<file path="config.mk">
export PLATFORM = sky130hd
export DESIGN_NAME = output_scheduler
export DESIGN_NICKNAME = d
export VERILOG_FILES = /design/src/rtl/output_scheduler_pkg.sv /design/src/rtl/output_scheduler_arbiter.sv /design/src/rtl/output_scheduler.sv
export SDC_FILE = /design/constraint.sdc
export NUM_CORES = 1
export LEC_CHECK = 0
export BUFFER_PORTS_ARGS = -buffer_cell sky130_fd_sc_hd__buf_2
export CAP_MARGIN = 20
export CELL_PAD_IN_SITES_DETAIL_PLACEMENT = 0
export CELL_PAD_IN_SITES_GLOBAL_PLACEMENT = 1
export CORE_ASPECT_RATIO = 1.4
export CORE_MARGIN = 3
export CORE_UTILIZATION = 39
export DETAILED_ROUTE_END_ITERATION = 10
export HOLD_SLACK_MARGIN = 0.06
export PLACE_DENSITY_LB_ADDON = 0.15
export SLEW_MARGIN = 20
export SYNTH_ARGS = -nofsm -noshare
export SYNTH_HDL_FRONTEND = slang
export SYNTH_SLANG_ARGS = --single-unit
</file>
<file path="constraint.sdc">
create_clock -name clk -period 5.7 [get_ports clk]
set_input_delay 0.57 -clock clk [delete_from_list [all_inputs] [get_ports clk]]
set_output_delay 0.57 -clock clk [all_outputs]
set_load 0.005 [all_outputs]
</file>
<file path="src/rtl/output_scheduler_pkg.sv">
`default_nettype none
// ============================================================================
// Module      : output_scheduler_pkg
// Description : Shared constants, FSM state type and fill clamp helper.
// Revision    : 1.0 - initial release
// ============================================================================
package output_scheduler_pkg;

  localparam int NUM_QUEUES = 4;
  localparam int PKT_W      = 4;
  localparam int FULL_W     = 3;
  localparam int MAX_FILL   = 6;
  localparam int IDX_W      = 2;

  typedef enum logic [1:0] {
    IDLE   = 2'd0,
    SELECT = 2'd1,
    READ   = 2'd2,
    DONE   = 2'd3
  } state_t;

  // Encodings above MAX_FILL are reserved; they rank as a full queue.
  function automatic logic [FULL_W-1:0] clamp_fill(input logic [FULL_W-1:0] fill);
    return (fill > FULL_W'(MAX_FILL)) ? FULL_W'(MAX_FILL) : fill;
  endfunction

endpackage
`default_nettype wire

</file>
<file path="src/rtl/output_scheduler_arbiter.sv">
`default_nettype none
// ============================================================================
// Module      : max_fill_arbiter
// Description : Picks the fullest queue; ties go round-robin after pointer.
// Revision    : 1.0 - initial release
// ============================================================================
module max_fill_arbiter
  import output_scheduler_pkg::*;
(
  input  logic [NUM_QUEUES*FULL_W-1:0] fullness_bus,
  input  logic [IDX_W-1:0]             pointer,
  output logic [IDX_W-1:0]             winner,
  output logic                         any_nonempty
);

  logic [FULL_W-1:0] w_fill [NUM_QUEUES];
  logic [FULL_W-1:0] w_best_val;
  logic [IDX_W-1:0]  w_idx;

  generate
    for (genvar k = 0; k < NUM_QUEUES; k++) begin : g_clamp
      assign w_fill[k] = clamp_fill(fullness_bus[k*FULL_W +: FULL_W]);
    end
  endgenerate

  // Scanning from pointer+1 with a strict compare makes the earliest tied queue win.
  always_comb begin
    winner     = pointer + IDX_W'(1);
    w_best_val = '0;
    w_idx      = '0;
    for (int i = 0; i < NUM_QUEUES; i++) begin
      w_idx = pointer + IDX_W'(i + 1);
      if (w_fill[w_idx] > w_best_val) begin
        w_best_val = w_fill[w_idx];
        winner     = w_idx;
      end
    end
    any_nonempty = (w_best_val != '0);
  end

endmodule
`default_nettype wire

</file>
<file path="src/rtl/output_scheduler.sv">
`default_nettype none
// ============================================================================
// Module      : output_scheduler
// Description : Periodically dequeues one packet from the fullest of 4 queues.
// Revision    : 1.0 - initial release
// ============================================================================
module output_scheduler
  import output_scheduler_pkg::*;
#(
  parameter int PERIOD = 25000000,
  parameter int CNT_W  = 16
) (
  input  logic                         clk,
  input  logic                         rst_n,
  input  logic                         en,
  input  logic [NUM_QUEUES*FULL_W-1:0] fullness_bus,
  input  logic [NUM_QUEUES*PKT_W-1:0]  head_bus,
  output logic [NUM_QUEUES-1:0]        read,
  output logic [PKT_W-1:0]             pkt_out,
  output logic                         pkt_valid,
  output logic [IDX_W-1:0]             src_id,
  output logic                         skip,
  output logic [CNT_W-1:0]             served0,
  output logic [CNT_W-1:0]             served1,
  output logic [CNT_W-1:0]             served2,
  output logic [CNT_W-1:0]             served3
);

  localparam int                  c_PCNT_W   = (PERIOD > 1) ? $clog2(PERIOD) : 1;
  localparam logic [c_PCNT_W-1:0] c_PCNT_MAX = c_PCNT_W'(PERIOD - 1);
  localparam logic [CNT_W-1:0]    c_SRV_MAX  = '1;

  state_t               r_state;
  state_t               w_next;
  logic [c_PCNT_W-1:0]  r_pcnt;
  logic [IDX_W-1:0]     r_winner;
  logic [IDX_W-1:0]     r_src_id;
  logic [IDX_W-1:0]     w_arb_winner;
  logic                 w_any;
  logic                 w_expire;
  logic [PKT_W-1:0]     r_pkt_out;
  logic [CNT_W-1:0]     r_served [NUM_QUEUES];

  max_fill_arbiter u_arbiter (
    .fullness_bus (fullness_bus),
    .pointer      (r_winner),
    .winner       (w_arb_winner),
    .any_nonempty (w_any)
  );

  assign w_expire = en && (r_pcnt == c_PCNT_MAX);

  always_ff @(posedge clk or negedge rst_n) begin
    if (!rst_n) r_state <= IDLE;
    else        r_state <= w_next;
  end

  // Strobes decode straight from the state register so reset clears them at once.
  always_comb begin
    w_next    = r_state;
    read      = '0;
    skip      = 1'b0;
    pkt_valid = 1'b0;
    case (r_state)
      IDLE:   if (w_expire) w_next = SELECT;
      SELECT: begin
        if (w_any) begin
          w_next = READ;
        end else begin
          skip   = 1'b1;
          w_next = IDLE;
        end
      end
      READ: begin
        read   = NUM_QUEUES'(1) << r_winner;
        w_next = DONE;
      end
      DONE: begin
        pkt_valid = 1'b1;
        w_next    = IDLE;
      end
      default: w_next = IDLE;
    endcase
  end

  always_ff @(posedge clk or negedge rst_n) begin
    if (!rst_n) begin
      r_pcnt <= '0;
    end else if (r_state == IDLE && en) begin
      r_pcnt <= w_expire ? '0 : r_pcnt + c_PCNT_W'(1);
    end
  end

  // r_winner doubles as the round-robin pointer; reset to the last queue so queue 0 wins the first tie.
  always_ff @(posedge clk or negedge rst_n) begin
    if (!rst_n) begin
      r_winner  <= IDX_W'(NUM_QUEUES - 1);
      r_src_id  <= '0;
      r_pkt_out <= '0;
    end else begin
      if (r_state == SELECT && w_any) r_winner <= w_arb_winner;
      if (r_state == READ) begin
        r_pkt_out <= head_bus[r_winner*PKT_W +: PKT_W];
        r_src_id  <= r_winner;
      end
    end
  end

  always_ff @(posedge clk or negedge rst_n) begin
    if (!rst_n) begin
      for (int k = 0; k < NUM_QUEUES; k++) r_served[k] <= '0;
    end else if (r_state == DONE) begin
      for (int k = 0; k < NUM_QUEUES; k++) begin
        if (r_src_id == IDX_W'(k) && r_served[k] != c_SRV_MAX) r_served[k] <= r_served[k] + CNT_W'(1);
      end
    end
  end

  assign pkt_out = r_pkt_out;
  assign src_id  = r_src_id;
  assign served0 = r_served[0];
  assign served1 = r_served[1];
  assign served2 = r_served[2];
  assign served3 = r_served[3];

endmodule
`default_nettype wire

</file>
==> summary.txt, run 1 <==
Synthesis
  • Post-synthesis register bit count: 99
  • Cell Area, Synth: 5450 um2
  • Largest cells by area after synthesis: dfrtp_1 (45%), xnor2_1 (9.0%), mux4_2 (5.4%)
  • Synth Instances: 509
  • Most common cell in the synthesized netlist: dfrtp_1
  • Top cell type by total area after synthesis: dfrtp_1
  • Syn Area/Cell: 10.7 um2
  • Post-synth EDFFs: 0
  • Most used DFF post-synth: dfrtp_1
  • Yosys warns: 0
  • Synth top cells by count: dfrtp_1 (97), xnor2_1 (56), nor2_1 (42)
  • Yosys top cell area share: 44.5%
  • Netlist cell types: 54
  • FFs w/ async S/R, synth: 100%
  • Sequential area share after synthesis: 45.5%
  • Synth Net Count: 558

Routing
  • DR DRC count: 0
  • Final WL: 12.5 mm
  • Drt first pass iters: 4
  • Vias per cell: 5.17
  • Vias: 4,212
  • DRT iter0 DRCs: 120
  • Routed len/inst: 15.4 um
  • Detail Route Antenna Nets: 0

CTS
  • Htree depth: 3
  • Clk_lat worst skew: 340 ps
  • Hold-fix buffers, CTS: 0
  • Clk slew on worst S/H paths: 70 ps
  • Clk sinks: 99
  • Num CTS Buffers: 9
  • CTS tree: done
  • CTS Buffer Depth: 2
  • Clock Tree Root: clkbuf_16

Placement
  • Placer congestion estimate: 0.818
  • Placed inst area: 6190 um2
  • Dpl ws: 200 ps
  • Number of buffers added on ports: 106
  • # placed instances: 790
  • Post-detail-place hpwl: 9.35 mm

STA
  • Final Setup Violations: 0
  • Final period utilization: 97.0%
  • Slew @ Worst Pin: 844 ps
  • Final Worst Setup Slack: 170 ps
  • Fin crit period: 5530 ps
  • Highest Clock Rate: 181 MHz
  • Pins over their slew limit: 0
  • Max-slew headroom: 43.5%
  • Fin. Hold Viols: 0
  • Skew final: 9.50 ps

Setup path
  • Crit-path cells: buf_12 > mux4_2 > ha_1 > and3b_1 > o21a_2 > mux2i_4 > ha_1 > and3b_1 > o21ai_2 > nor2_1 > a21oi_4 > inv_1 > ha_1 > nor2b_1 > o21ai_1 > a32oi_2 > or4_4 > a21oi_2 > buf_2
  • Crit Path Category: reg -> out
  • WP data required: 5130 ps
  • Worst path slowest cell: dfstp_2
  • Critical Path AT: 4960 ps
  • Worst Setup End Kind: output port
  • WP buf/inv: 3
  • Most used cell along the critical path: ha_1
  • Setup crit start kind: register
  • Max stage delay on crit path: 570 ps
  • Delay-heaviest family, CP: simple AND/OR/NAND/NOR gates
  • Worst-path fanout max: 12

Global route
  • Total GRT Usage: 16.3%
  • Vias in the first global route: 4,312
  • Largest net degree at the start of global routing: 53
  • Initial antenna violation count: 0
  • Global-route wire length before repair: 20.8 mm
  • Grt total ovfl: 0

Layout
  • Non-Filler Instances: 814
  • Area delta synth->final: 22.0%
  • Final instance area: 6650 um2
  • Utilization after layout: 49.2%
  • Diode count: 0
  • Layout Nets: 677
  • Proportion of layout cells with a drive suffix above 1: 28.6%

Run
  • # Max-Cap Violations: 0

Die
  • Die width: 106 um
  • CORE AREA: 13,500 um2
  • Starting Density: 40.4%
  • Height of the die: 146 um
  • Die ar.: 15,500 um2
  • IO Count: 107
  • Core Rows: 50

Status
  • Run status: finished clean

Pwr
  • Max VDD drop: 0.418 mV
  • Overall Power: 3.38 mW
  • PwrDens: 508 nW/um2
  • Leak pwr: 3.18 nW

Min path
  • Hold Crit Class: in -> async
## timing repair
action,in CTS,in global routing
pin swaps,0,6
setup endpoints to repair,1,1
cloned,0,1
buffers inserted,0,8
resized for setup,5,12
## cell families (layout without fill, tap and decap cells)
group                    count (synthesis)  in the layout  share of synthesized area (%)
multiplexers                            29             29                           9.36
flip-flops                              99             99                           45.5
XOR/XNOR                                79             79                           12.7
buffers and inverters                   35            158                           2.84
AO/OA/AOI/OAI                           42             42                           5.67
adder cells (fa/ha/maj)                 18             18                           4.13
AND/OR/NAND/NOR                        207            207                           19.8
## layout by cell type, fill, tap and decap left out, types with 13 or more instances in the layout
cell / count
nand2_1: 40
nor2_1: 41
nand4_1: 32
dfrtp_1: 97
mux4_2: 14
xnor2_1: 56
buf_4: 13
xor2_1: 23
ha_1: 17
inv_1: 21
buf_2: 105
nand3_1: 28
## layout make-up
class	count	area [um2]
clock buffers	9	225
clock inverters	6	96.3
fillers	1258	6860
inverters	22	82.6
multi-input cells	375	2860
flip-flops and latches	99	2480
well taps	182	228
repair buffers	121	679
## power breakdown
part           switching (mW)  internal [mW]  leakage (nW)
Sequential              0.112          0.804          1.32
Combinational           0.909          0.896          1.71
Clock                   0.269          0.388         0.154
## registers in the layout, indices dropped and copies added, names as in the netlist, named ones only
register,flops
r_pcnt,25
served0,16
served1,16
served2,16
served3,16
pkt_out,4
r_winner,2
src_id,2
r_state,1
## final timing paths
| kind | endpoint | cells after the start | start | slack [ps] |
|---|---|---|---|---|
| max | skip | 19 | r_winner[0] | 170 |
| min | served2[6] | 1 | rst_n | 230 |
| max reg2reg | r_winner[0] | 19 | r_winner[0] | 1010 |
| min reg2reg | served1[10] | 1 | served1[10] | 490 |
| max in group asynchronous | r_pcnt[2] | 2 | rst_n | 4360 |
| min in group clk | served1[10] | 1 | served1[10] | 490 |
## per-layer routing
layer	GRT usage, %	wire length [um]	vias to the layer above
met1	19.5	5110	2058
met3	4.08	730	11
met5	0	0	-
li1	-	-	2042
met4	4.86	151	0
met2	28.8	6530	101
## metrics by stage
stage	hold slack (ps)	TNS, ps
global route	268	-48.5
global placement	471	0
finish	232	0
floorplan	274	0
CTS	254	0
detailed placement	482	0
## worst register-to-register path, delay by kind of cell (launching register included)
kind	cells	cell delay [ps]
AO/OA/AOI/OAI	6	1100
XOR/XNOR	1	210
adder cells (fa/ha/maj)	3	940
buffers and inverters	2	210
flip-flops	1	570
multiplexers	2	740
AND/OR/NAND/NOR	5	830
Power figures use the tool's default switching activity.
==> inputs of run 2 (changes only) <==
--- a/config.mk
+++ b/config.mk
@@ -9,7 +9,6 @@
 export CAP_MARGIN = 20
 export CELL_PAD_IN_SITES_DETAIL_PLACEMENT = 0
 export CELL_PAD_IN_SITES_GLOBAL_PLACEMENT = 1
-export CORE_ASPECT_RATIO = 1.4
 export CORE_MARGIN = 3
 export CORE_UTILIZATION = 39
 export DETAILED_ROUTE_END_ITERATION = 10
==> run 2 against run 1 <==
Net effect: clock skew is 2.4 ps higher; die area shrank 0.13%; utilization grew 0.56 points; final cell count is 0.61% higher; clock power is 14% lower.
==> summary.txt, run 2 (synthesis results as in run 1) <==
Routing
  • DR DRC count: 0 (unchanged)
  • Final WL: 12.6 mm (+1.0%)
  • Routed len/inst: 15.4 um (+0.39%)
  • Vias per cell: 5.15 (-0.47%)
  • Drt first pass iters: 4 (unchanged)
  • Vias: 4,218 (+0.14%)
  • Detail Route Antenna Nets: 0 (unchanged)
  • DRT iter0 DRCs: 211 (+76%)

Global route
  • Grt total ovfl: 0 (unchanged)
  • Total GRT Usage: 16.6% (+0.26 points)
  • Largest net degree at the start of global routing: 80 (+51%)
  • Initial antenna violation count: 0 (unchanged)
  • Vias in the first global route: 4,222 (-2.1%)
  • Global-route wire length before repair: 21.3 mm (+2.2%)

Layout
  • Diode count: 0 (unchanged)
  • Largest register FFs: 25 (unchanged)
  • FILL cells: 1,301 (+3.4%)
  • Proportion of layout cells with a drive suffix above 1: 30.3% (+1.7 points)
  • Most frequent cells in the layout: buf_2 (105), dfrtp_1 (97), xnor2_1 (56)
  • Final instance area: 6700 um2 (+0.70%)
  • Layout Nets: 687 (+1.5%)
  • Most common cell after layout, fill and taps aside: buf_2
  • Most flop-heavy register: r_pcnt
  • Area delta synth->final: 22.8%

Setup path
  • Worst Setup End Kind: output port
  • Critical Path AT: 4970 ps (about the same)
  • Worst-path fanout max: 7 (-5)
  • WP data required: 5130 ps (about the same)
  • Crit-path cells: clkinvlp_4 > ha_4 > buf_6 > mux4_2 > inv_1 > ha_1 > and3b_2 > o21a_4 > mux2i_4 > ha_1 > and3b_1 > o21ai_2 > buf_6 > o21bai_1 > and3_4 > ha_1 > nor2b_1 > o21ai_1 > a32oi_2 > or4_4 > a21oi_2 > buf_2
  • Worst path slowest cell: dfstp_2
  • Setup crit start kind: register
  • Max stage delay on crit path: 590 ps (+20 ps)
  • Most used cell along the critical path: ha_1
  • Crit Path Category: reg -> out

CTS
  • CTS tree: done
  • Htree depth: 3 (unchanged)
  • Hold-fix buffers, CTS: 0 (unchanged)
  • CTS Buffer Depth: 2 (unchanged)
  • Num CTS Buffers: 9 (unchanged)
  • Clk slew on worst S/H paths: 70 ps (about the same)
  • Clk_lat worst skew: 350 ps (about the same)
  • Clk sinks: 99 (unchanged)
  • Clock Tree Root: clkbuf_16

Placement
  • Placer congestion estimate: 0.852 (+4.1%)
  • Dpl ws: 315 ps (+115 ps)
  • Post-detail-place hpwl: 9.15 mm (-2.2%)
  • Number of buffers added on ports: 106 (unchanged)
  • Placed inst area: 6210 um2 (+0.36%)

STA
  • Max-slew headroom: 43.0% (-0.50 points)
  • Hold Slack: 109 ps (-124 ps)
  • Fin crit period: 5540 ps (+14.6 ps)
  • Final Setup Violations: 0 (unchanged)
  • Highest Clock Rate: 180 MHz (-0.26%)
  • Skew final: 11.9 ps (+2.37 ps)
  • Pins over their slew limit: 0 (unchanged)
  • Slew @ Worst Pin: 851 ps (+7.51 ps)
  • Fin. Hold Viols: 0 (unchanged)
  • Setup TNS: 0 ps (unchanged)
  • Final period utilization: 97.3% (+0.26 points)
  • Final Worst Setup Slack: 155 ps (-14.6 ps)

Pwr
  • Leak pwr: 3.20 nW (+0.69%)
  • Net Sw Power: 1.40 mW (+8.6%)
  • PwrDens: 543 nW/um2 (+7.0%)
  • Clock share of power: 15.5% (-3.9 points)
  • Gate power share: 59.3% (+5.9 points)
  • Sw Share: 38.5% (+0.32 points)
  • Internal power: 2.24 mW (+7.2%)
  • Sequential Power Share: 25.2% (-1.9 points)
  • Max VDD drop: 0.361 mV (-14%)

Die
  • Height of the die: 124 um (-15%)
  • IO Count: 107 (unchanged)
  • Die width: 124 um (+17%)
  • Starting Density: 40.5% (+0.18 points)
  • Die ar.: 15,400 um2 (-0.13%)
  • Core Rows: 42 (-16%)
  • CORE AREA: 13,500 um2 (-0.44%)

Run
  • # Max-Cap Violations: 0 (unchanged)

Status
  • Run status: finished clean

Min path
  • Hold Crit Class: in -> async
run 2: cell type report:
cell class	count	area (um2)	share of cell area, %
multi-input combinational	375	2900	43.3
tap	176	220	3.29
inverter	22	86.3	1.29
timing repair buffer	131	743	11.1
clock inverter	6	40.0	0.598
clock buffer	10	229	3.42
sequential	99	2480	37.0
run 2: through the flow:
step | power (mW) | instances | utilization (%)
floorplan | 2.02 | 509 | -
global placement | 2.45 | 788 | 46.2
detailed placement | 2.48 | 788 | 46.2
CTS | 3.11 | 804 | 48.2
global route | 3.89 | 819 | 49.8
finish | 3.64 | 819 | 49.8
run 2: power groups by stage:
stage	Sequential (mW)	Combinational, mW	Clock [mW]
global placement	0.924	1.52	0
detailed placement	0.927	1.56	0
global route	0.939	2.34	0.615
floorplan	0.903	1.12	0
CTS	0.915	1.60	0.587
finish	0.918	2.16	0.564
run 2: worst max-delay path, delay by kind of cell (launching register included):
family	cells	cell delay, ps
buf+inv	5	630
fa+ha+maj	4	870
simple gates	5	1110
mux	2	490
compound gates	6	940
flops	1	590
run 2: final timing paths:
| check | to | slack (ps) | depth (start not counted) | start |
|---|---|---|---|---|
| min in group clk | served3[13] | 490 | 1 | served3[13] |
| worst max register to register | r_winner[0] | 1090 | 22 | r_winner[0] |
| max in group asynchronous | served0[1] | 4580 | 2 | rst_n |
| worst min-delay path | pkt_out[3] | 110 | 1 | rst_n |
| worst min register to register | served3[13] | 490 | 1 | served3[13] |
| worst max-delay path | skip | 160 | 22 | r_winner[0] |
run 2: per-layer routing:
| metal | track usage, % | part of all wire, % | vias up |
|---|---|---|---|
| met5 | 0 | 0 | - |
| met4 | 3.29 | 0.67 | 0 |
| met3 | 4.72 | 5.3 | 8 |
| met2 | 26.2 | 47 | 102 |
| met1 | 23.0 | 47 | 2041 |
| li1 | - | - | 2067 |
run 2: timing repair:
item,in CTS,in global routing
endpoints found under the setup margin,1,1
buffers inserted,0,15
hold endpoints to repair,0,0
pin swaps,0,10
resized for setup,4,20
